==> config.mk <==
export PLATFORM = sky130hd
export DESIGN_NAME = sd_wb_xfer
export DESIGN_NICKNAME = d
export VERILOG_FILES = /design/src/rtl/sd_wb_xfer.sv
export SDC_FILE = /design/constraint.sdc
export NUM_CORES = 1
export LEC_CHECK = 0
export ABC_AREA = 1
export BUFFER_PORTS_ARGS = -buffer_cell sky130_fd_sc_hd__buf_2
export CORE_MARGIN = 5
export CORE_UTILIZATION = 48
export CTS_CLUSTER_DIAMETER = 120
export DETAILED_ROUTE_END_ITERATION = 6
export HOLD_SLACK_MARGIN = 0.03
export PLACE_DENSITY = 0.81
export REMOVE_ABC_BUFFERS = 1
export SYNTH_ARGS = -nofsm -noshare
export SYNTH_HDL_FRONTEND = slang
export SYNTH_SLANG_ARGS = --single-unit
==> constraint.sdc <==
create_clock -name clk_50 -period 1.8 [get_ports clk_50]
set_input_delay 0.36 -clock clk_50 [delete_from_list [all_inputs] [get_ports clk_50]]
set_output_delay 0.36 -clock clk_50 [all_outputs]
set_load 0.005 [all_outputs]
==> src/rtl/sd_wb_xfer.sv <==
// Moves one 512-byte sector between Wishbone and the SD manager's ext BRAM ports (read: WB->BRAM, write: BRAM->WB).
// Reads hold stb across words and take 1 cycle/word at zero wait; writes take 3 cycles/word minimum; wb_ack stalls both.
module sd_wb_xfer #(
  parameter logic [31:0] WB_BASE = 32'h0000_0000,
  parameter int          WORDS   = 128
) (
  input  logic        clk_50,
  input  logic        reset,
  input  logic        ext_read_act,
  input  logic [31:0] ext_read_addr,
  output logic        ext_read_go,
  input  logic        ext_read_stop,
  input  logic        ext_write_act,
  input  logic [31:0] ext_write_addr,
  output logic        ext_write_done,
  output logic [6:0]  bram_rd_ext_addr,
  output logic        bram_rd_ext_wren,
  output logic [31:0] bram_rd_ext_data,
  output logic [6:0]  bram_wr_ext_addr,
  input  logic [31:0] bram_wr_ext_q,
  output logic        wb_cyc,
  output logic        wb_stb,
  output logic        wb_we,
  output logic [31:0] wb_adr,
  output logic [3:0]  wb_sel,
  output logic [31:0] wb_dat_o,
  input  logic [31:0] wb_dat_i,
  input  logic        wb_ack,
  input  logic        wb_err,
  output logic        xfer_err
);

  localparam logic [6:0] LAST_IDX = 7'(WORDS - 1);

  typedef enum logic [2:0] {
    IDLE, RD_REQ, RD_GO, RD_END, WR_ADDR, WR_LOAD, WR_REQ, WR_DONE
  } state_t;

  state_t      state_q, state_d;
  logic [6:0]  idx_q, idx_d;
  logic [31:0] adr_q, adr_d;
  logic        cyc_q, cyc_d;
  logic        stb_q, stb_d;
  logic        we_q, we_d;
  logic [31:0] dat_o_q, dat_o_d;
  logic        rd_wren_q, rd_wren_d;
  logic [6:0]  rd_addr_q, rd_addr_d;
  logic [31:0] rd_data_q, rd_data_d;
  logic        go_q, go_d;
  logic        done_q, done_d;
  logic        err_q, err_d;

  always_comb begin
    state_d   = state_q;
    idx_d     = idx_q;
    adr_d     = adr_q;
    cyc_d     = cyc_q;
    stb_d     = stb_q;
    we_d      = we_q;
    dat_o_d   = dat_o_q;
    rd_wren_d = 1'b0;
    rd_addr_d = rd_addr_q;
    rd_data_d = rd_data_q;
    go_d      = go_q;
    done_d    = done_q;
    err_d     = err_q;

    case (state_q)
      IDLE: begin
        if (!go_q && !done_q) begin
          if (ext_read_act) begin
            state_d = RD_REQ;
            idx_d   = 7'd0;
            adr_d   = WB_BASE + (ext_read_addr << 9);
            cyc_d   = 1'b1;
            stb_d   = 1'b1;
            we_d    = 1'b0;
          end else if (ext_write_act) begin
            state_d = WR_ADDR;
            idx_d   = 7'd0;
            adr_d   = WB_BASE + (ext_write_addr << 9);
          end
        end
      end

      // err outranks a simultaneous ack; the handshake still completes so the manager never hangs
      RD_REQ: begin
        if (wb_err) begin
          err_d   = 1'b1;
          cyc_d   = 1'b0;
          stb_d   = 1'b0;
          state_d = RD_GO;
        end else if (wb_ack) begin
          rd_wren_d = 1'b1;
          rd_addr_d = idx_q;
          rd_data_d = wb_dat_i;
          if (idx_q == LAST_IDX) begin
            cyc_d   = 1'b0;
            stb_d   = 1'b0;
            state_d = RD_GO;
          end else begin
            idx_d = idx_q + 7'd1;
            adr_d = adr_q + 32'd4;
          end
        end
      end

      RD_GO: begin
        if (!go_q) begin
          go_d = 1'b1;
        end else if (ext_read_stop) begin
          go_d    = 1'b0;
          state_d = RD_END;
        end
      end

      RD_END: begin
        if (!ext_read_act && !ext_read_stop) begin
          state_d = IDLE;
          idx_d   = 7'd0;
        end
      end

      WR_ADDR: state_d = WR_LOAD;

      WR_LOAD: begin
        dat_o_d = bram_wr_ext_q;
        cyc_d   = 1'b1;
        stb_d   = 1'b1;
        we_d    = 1'b1;
        state_d = WR_REQ;
      end

      WR_REQ: begin
        if (wb_err || (wb_ack && idx_q == LAST_IDX)) begin
          err_d   = err_q | wb_err;
          cyc_d   = 1'b0;
          stb_d   = 1'b0;
          we_d    = 1'b0;
          done_d  = 1'b1;
          state_d = WR_DONE;
        end else if (wb_ack) begin
          stb_d   = 1'b0;
          idx_d   = idx_q + 7'd1;
          adr_d   = adr_q + 32'd4;
          state_d = WR_ADDR;
        end
      end

      WR_DONE: begin
        if (!ext_write_act) begin
          done_d  = 1'b0;
          state_d = IDLE;
          idx_d   = 7'd0;
        end
      end

      default: state_d = IDLE;
    endcase
  end

  always_ff @(posedge clk_50) begin
    if (reset) begin
      state_q   <= IDLE;
      idx_q     <= 7'd0;
      adr_q     <= 32'd0;
      cyc_q     <= 1'b0;
      stb_q     <= 1'b0;
      we_q      <= 1'b0;
      dat_o_q   <= 32'd0;
      rd_wren_q <= 1'b0;
      rd_addr_q <= 7'd0;
      rd_data_q <= 32'd0;
      go_q      <= 1'b0;
      done_q    <= 1'b0;
      err_q     <= 1'b0;
    end else begin
      state_q   <= state_d;
      idx_q     <= idx_d;
      adr_q     <= adr_d;
      cyc_q     <= cyc_d;
      stb_q     <= stb_d;
      we_q      <= we_d;
      dat_o_q   <= dat_o_d;
      rd_wren_q <= rd_wren_d;
      rd_addr_q <= rd_addr_d;
      rd_data_q <= rd_data_d;
      go_q      <= go_d;
      done_q    <= done_d;
      err_q     <= err_d;
    end
  end

  // write-BRAM address is presented straight from idx so q lines up with WR_LOAD
  assign bram_wr_ext_addr = idx_q;
  assign bram_rd_ext_addr = rd_addr_q;
  assign bram_rd_ext_wren = rd_wren_q;
  assign bram_rd_ext_data = rd_data_q;
  assign wb_cyc           = cyc_q;
  assign wb_stb           = stb_q;
  assign wb_we            = we_q;
  assign wb_adr           = adr_q;
  assign wb_sel           = stb_q ? 4'hF : 4'h0;
  assign wb_dat_o         = dat_o_q;
  assign ext_read_go      = go_q;
  assign ext_write_done   = done_q;
  assign xfer_err         = err_q;

endmodule

# After elaboration in Yosys (flattened, before gate mapping)
# Index checks and enable logic that the tools add are counted.
# totals
ff_bits	120
inputBits	135
out_inout_bits	121
wordCells	124
# op_classes
addsub	2
n_eq_ne	25
n_mux	56
bitwise_logic	3
reduce_logical	25
# ops
operator	count
32-bit two-way mux	8
32-bit one-hot mux with 3 select lines	1
7-bit two-way mux	10
3-bit two-way mux	12
7-bit one-hot mux with 5 select lines	1
32-bit by 3-bit adder with 32-bit output (second input constant)	1
2-bit inequality test (second input constant)	13
3-bit one-hot mux with 8 select lines	1
1-bit two-way mux	17
3-bit equality test (second input constant)	4
3-bit inequality test (second input constant)	4
6-bit AND reduction	2
10-bit AND reduction	1
3-bit AND reduction	3
9-bit AND reduction	1
1-bit one-hot mux with 4 select lines	2
8-bit AND reduction	1
7-bit by 1-bit adder with 7-bit output (second input constant)	1
7-bit equality test (second input constant)	1
3-bit by 2-bit equality test with 1-bit output (second input constant)	2
3-bit nonzero test	2
5-bit nonzero test	1
1-bit logical NOT	4
4-bit two-way mux	1
other kinds (12)	17

# Depth between registers and ports, before layout
# depth
depth_word	5
depth_mapped	12

# Least setup slack after synthesis
# OpenSTA, ideal clock, no wires.
# synth_timing
kind	register to register
start	register idx_q[1] (netlist: bram_wr_ext_addr[1])
end	register adr_q[26] (netlist: wb_adr[26])
arrival_ns	1.548
required_ns	1.685
slack_ns	0.138
path_stages_with_launch	12
n_path_buf	1
synth_period_minus_slack_ns	1.662
cell_sequence	dfxtp_1 -> ha_1 -> nand2_1 -> nor2_2 -> nand2_1 -> nand2_1 -> nand3_2 -> nand2_1 -> nor2_4 -> buf_4 -> o21ai_1 -> nor2_1
# synth_via
elab_chain_len	5
# synth_lines
item	line	source
start, declared	40	logic [6:0] idx_q, idx_d;
start signal, assigned	179	idx_q <= idx_d;
7-bit equality test (*)	97, 135	
1-bit logical AND	135	if (wb_err || (wb_ack && idx_q == LAST_IDX)) begin
1-bit logical OR	135	
2-bit inequality test (no source line)	--	
8-bit AND reduction (no source line) (*)	--	
end signal, assigned	180	adr_q <= adr_d;
end, declared	41	logic [31:0] adr_q, adr_d;
# Mark *: on every way between the ends. The rest lies on a longest branch, timed or not.
# A chain may end at the register's enable or synchronous reset.

# Worst setup path after layout
# layout_timing
start	register idx_q[1] (netlist: bram_wr_ext_addr[1])
end	register adr_q[29] (netlist: wb_adr[29])
# Same word-level chain as after synthesis.

==> metrics.sh <==
SYN-CELL-AREA_MM2=0.005951
PORT_BUFFERS=235
FINALWIRELENGTH_UM=18190
GRT_USE_TOTAL=0.2362
DIE-HEIGHT_UM=121.3
FIRST_ITER_VIOLATIONS=497
STATUS='complete, no violations'
FIN_TOTAL_PWR_mW=12.74
FINCLKSKEW_NS=0.01194
POSTSYNTHAREAPERCELL_UM2=6.496
POST_ROUTE_CELLS_DRIVE_ABOVE_1_SHARE=0.3086
GRT_MAX_DEGREE=66
CRITICAL_PATH_REQUIRED_NS=2.10
NUMBER_OF_LOGIC_STAGES_ON_THE_CRITICAL_PATH_INCLUDING_BUFFERING=12
TIMING.CRITICAL_PATH.SLOWEST_CELL_DELAY_NS=0.35
FINAL_CORE_UTIL=0.6846
POST_DRT_VIA_CELL_RATIO=4.944
CELL_ROWS=40
TOP_LEVEL_PORTS=256
GLOBAL_ROUTE_WIRE_LENGTH_BEFORE_REPAIR_UM=28260
FINAL_HOLD_VIOLATING_ENDPOINTS=0
BUFS_AND_INVS_ON_WORST_PATH=3
MIN-DELAY-PATH-CLASS='in -> reg'
DETAILED_PLACE_HPWL_UM=12990
FIN_SETUP_TNS_NS=0
IR_DROP_V=0.001302
FINAL.PERIOD_UTILIZATION=0.9739
CRITPATHARRIVALTIME_NS=2.06
INITIAL_UTILIZATION=0.4934
RSZ0062_AT_GRT='true'
SYNTH.LIB_CELLS_USED.DISTINCT=33
CTS_TREE='built'
CP-END-KIND='flip-flop'
FINAL_DESIGN_AREA_NO_FILL_MM2=0.008258
SYNTH_SEQUENTIAL_AREA_RATIO=0.3970
CTS.REPORTEDPATHS.CLKPINSLEW_NS=0.06
DPL_CELL_AREA_MM2=0.007458
MAX-CLOCK-PATH-BUFFERS=2
NETS=1298
FP.COREAREA_MM2=0.01206
GPL.FINAL_WEIGHTED_CONGESTION=0.9543
TIMING.FINAL.SETUP_VIOLATIONS=0
ANTENNA_LEFT=0
CRIT_FANOUT=9
SYNTHDOMINANTCELLAREASHARE=0.3970
CELLS_TAKING_THE_MOST_AREA_AFTER_SYNTHESIS='sky130_fd_sc_hd__dfxtp_1, sky130_fd_sc_hd__nand2_1, sky130_fd_sc_hd__nor2_1'
ANTENNA_CELLS_INSERTED=0
GRT_PASS1_VIAS=5984
REPORT.FINAL.SLEW_VIOL_COUNT=0
LAYOUTNONFILLERINSTCOUNT=1341
SYNTH_WARNINGS=0
CRIT_PATH_TOP_DELAY_CELL='sky130_fd_sc_hd__dfxtp_2'
CRIT_PATH_START_KIND='flip-flop'
WIRE_PER_INST_UM=13.56
YOSYS.AREA.TOP_TYPE='sky130_fd_sc_hd__dfxtp_1'
POST_SYN_INSTANCES=916
DIEAREA_MM2=0.01472
LEAKAGEPOWER_nW=3.883
CLKSINKCOUNT=118
DP_CELLS=1301
FINAL_PERIOD_MINUS_WORST_SETUP_SLACK_NS=1.753
CP_CELL_SEQUENCE='ha_4, nand2_2, nor2_4, nand3_2, nand2_2, nand2_4, inv_4, nor2_4, buf_12, clkbuf_16, o21ai_1, nor2_1'
DETAILEDPLACE.WORSTSLACK_NS=0.04462
MAX_FREQ_GHz=0.5704
DRC=0
OVERFLOW=0
SYNTH_SEQ_CELLS=118
INSERTION_DELAY_NS=0.43
CTS-BUFFERS-INSERTED=17
WORSTREGTOREGCELLS=12
CTS_ROOT_BUFFER='sky130_fd_sc_hd__clkbuf_16'
POSTLAYOUTSETUPSLACKWORST_NS=0.04696
WHS_NS=0.1773
DRTPASS1ITERATIONS=7
AREA_DELTA_SYNTH_FINAL_PCT=38.77
WORST_PATH_DOMINANT_CELL_FAMILY='simple AND/OR/NAND/NOR gates'
ROUTED-VIA-COUNT=6630
HTREE_NUM_LEVELS=4
DIE_X_UM=121.3
CTS.HOLD.BUFFERS_ADDED=0
CRITICAL_PATH_CLASS='reg -> reg'
MAX_CAP_VIOLATIONS=0
GRT_ANTENNA_BEFORE_REPAIR=0
MIN_DELAY_PATH_DEPTH=3
POWER-PER-CELL-AREA_mW_PER_MM2=1543
==> synth_stat cells <==
| cell type | n |
|---|---|
| sky130_fd_sc_hd__nor3b_1 | 1 |
| sky130_fd_sc_hd__nor2_1 | 178 |
| sky130_fd_sc_hd__nand2_4 | 1 |
| sky130_fd_sc_hd__nor2_2 | 4 |
| sky130_fd_sc_hd__nand3_1 | 31 |
| sky130_fd_sc_hd__ha_1 | 2 |
| sky130_fd_sc_hd__inv_1 | 76 |
| sky130_fd_sc_hd__buf_4 | 12 |
| sky130_fd_sc_hd__o21bai_1 | 2 |
| sky130_fd_sc_hd__inv_2 | 4 |
| sky130_fd_sc_hd__o21ai_0 | 83 |
| sky130_fd_sc_hd__o211ai_1 | 11 |
| sky130_fd_sc_hd__xnor2_1 | 2 |
| sky130_fd_sc_hd__nor3_1 | 2 |
| sky130_fd_sc_hd__a21oi_1 | 76 |
| sky130_fd_sc_hd__nand2_2 | 2 |
| sky130_fd_sc_hd__xor2_1 | 6 |
| sky130_fd_sc_hd__a211oi_1 | 1 |
| sky130_fd_sc_hd__nor2_4 | 1 |
| sky130_fd_sc_hd__a31oi_1 | 2 |
| sky130_fd_sc_hd__buf_2 | 8 |
| sky130_fd_sc_hd__o21ai_1 | 23 |
| sky130_fd_sc_hd__conb_1 | 1 |
| sky130_fd_sc_hd__clkbuf_1 | 26 |
| sky130_fd_sc_hd__buf_1 | 2 |
| sky130_fd_sc_hd__nand3_2 | 4 |
| sky130_fd_sc_hd__nand2_1 | 210 |
| sky130_fd_sc_hd__buf_6 | 2 |
| sky130_fd_sc_hd__dfxtp_1 | 118 |
| sky130_fd_sc_hd__nand3b_1 | 9 |
| sky130_fd_sc_hd__nand4_1 | 4 |
| sky130_fd_sc_hd__or2_2 | 11 |
| sky130_fd_sc_hd__nand4_2 | 1 |
==> worst reg2reg max path, stage by stage, from the launching register on <==
cell and delay, ns:
sky130_fd_sc_hd__dfxtp_2 0.35, sky130_fd_sc_hd__ha_4 0.15, sky130_fd_sc_hd__nand2_2 0.07, sky130_fd_sc_hd__nor2_4 0.15
sky130_fd_sc_hd__nand3_2 0.12, sky130_fd_sc_hd__nand2_2 0.13, sky130_fd_sc_hd__nand2_4 0.09, sky130_fd_sc_hd__inv_4 0.08
sky130_fd_sc_hd__nor2_4 0.04, sky130_fd_sc_hd__buf_12 0.13, sky130_fd_sc_hd__clkbuf_16 0.16, sky130_fd_sc_hd__o21ai_1 0.11
sky130_fd_sc_hd__nor2_1 0.06
==> cell usage in the layout, fill, tap and decap left out, drive strengths merged <==
| master | Yosys | final |
|---|---|---|
| buf | 24 | 273 |
| nand2 | 213 | 213 |
| nor2 | 183 | 183 |
| dfxtp | 118 | 118 |
| o21ai | 106 | 106 |
| inv | 80 | 81 |
| a21oi | 76 | 76 |
| nand3 | 35 | 35 |
| clkbuf | 26 | 20 |
| or2 | 11 | 11 |
| o211ai | 11 | 11 |
| nand3b | 9 | 9 |
| xor2 | 6 | 6 |
| clkinv | 0 | 6 |
| nand4 | 5 | 5 |
| clkinvlp | 0 | 4 |
| xnor2 | 2 | 2 |
| o21bai | 2 | 2 |
| a31oi | 2 | 2 |
| nor3 | 2 | 2 |
| conb | 1 | 2 |
| bufinv | 0 | 2 |
| ha | 2 | 2 |
| nor3b | 1 | 1 |
| a211oi | 1 | 1 |
==> cell families after synthesis <==
| family | after synthesis | share of synthesized area |
|---|---|---|
| flip-flops | 118 | 0.3970 |
| buffers and inverters | 130 | 0.09378 |
| other | 1 | 0.0006302 |
| XOR/XNOR | 8 | 0.01178 |
| AO/OA/AOI/OAI | 198 | 0.1728 |
| adder cells (fa/ha/maj) | 2 | 0.004205 |
| AND/OR/NAND/NOR | 459 | 0.3198 |
==> power by group <==
| group | switching [mW] | internal, mW |
|---|---|---|
| Clock | 1.20 | 2.05 |
| Combinational | 3.15 | 2.58 |
| Sequential | 0.536 | 3.22 |
| Total | 4.89 | 7.85 |
==> final timing paths <==
kind / startpoint / end / slack (ns)
worst min-delay path: wb_dat_i[20] / bram_rd_ext_data[20]$_SDFFE_PP0P_ / 0.18
worst max register to register: bram_wr_ext_addr[1]$_SDFFE_PP0P_ / wb_adr[29]$_SDFFE_PP0P_ / 0.05
worst max-delay path: bram_wr_ext_addr[1]$_SDFFE_PP0P_ / wb_adr[29]$_SDFFE_PP0P_ / 0.05
worst min register to register: wb_dat_o[26]$_SDFFE_PP0P_ / wb_dat_o[26]$_SDFFE_PP0P_ / 0.44
==> registers in the layout (all words and copies together), names as in the netlist <==
| register | cells |
|---|---|
| bram_wr_ext_addr | 7 |
| wb_we | 1 |
| wb_stb | 1 |
| wb_adr | 30 |
| bram_rd_ext_wren | 1 |
| bram_rd_ext_data | 32 |
| wb_cyc | 1 |
| wb_dat_o | 32 |
| xfer_err | 1 |
| state_q | 3 |
| ext_write_done | 1 |
| bram_rd_ext_addr | 7 |
| ext_read_go | 1 |
==> per-layer routing <==
| layer | routed length (µm) | track usage | vias to the layer above |
|---|---|---|---|
| met4 | 473 | 0.08824 | 0 |
| met3 | 1366 | 0.06200 | 34 |
| met1 | 7497 | 0.2910 | 2943 |
| met5 | 0 | 0 | - |
| li1 | - | - | 3410 |
| met2 | 8850 | 0.3952 | 243 |
==> final cells by class <==
class / instances / area (µm²)
Clock inverter: 13 / 132.6
Sequential cell: 118 / 2377
Multi-Input combinational cell: 669 / 3134
Clock buffer: 18 / 439.2
Tap cell: 168 / 210.2
Fill cell: 1041 / 3804
Timing Repair Buffer: 275 / 1662
Inverter: 80 / 302.8
==> repair_timing <==
| action | in CTS | in global routing |
|---|---|---|
| resized for setup | 0 | 36 |
| hold endpoints to repair | 0 | 0 |
| buffers inserted | 0 | 7 |
| setup endpoints to repair | 0 | 44 |
Power figures use the tool's default switching activity.
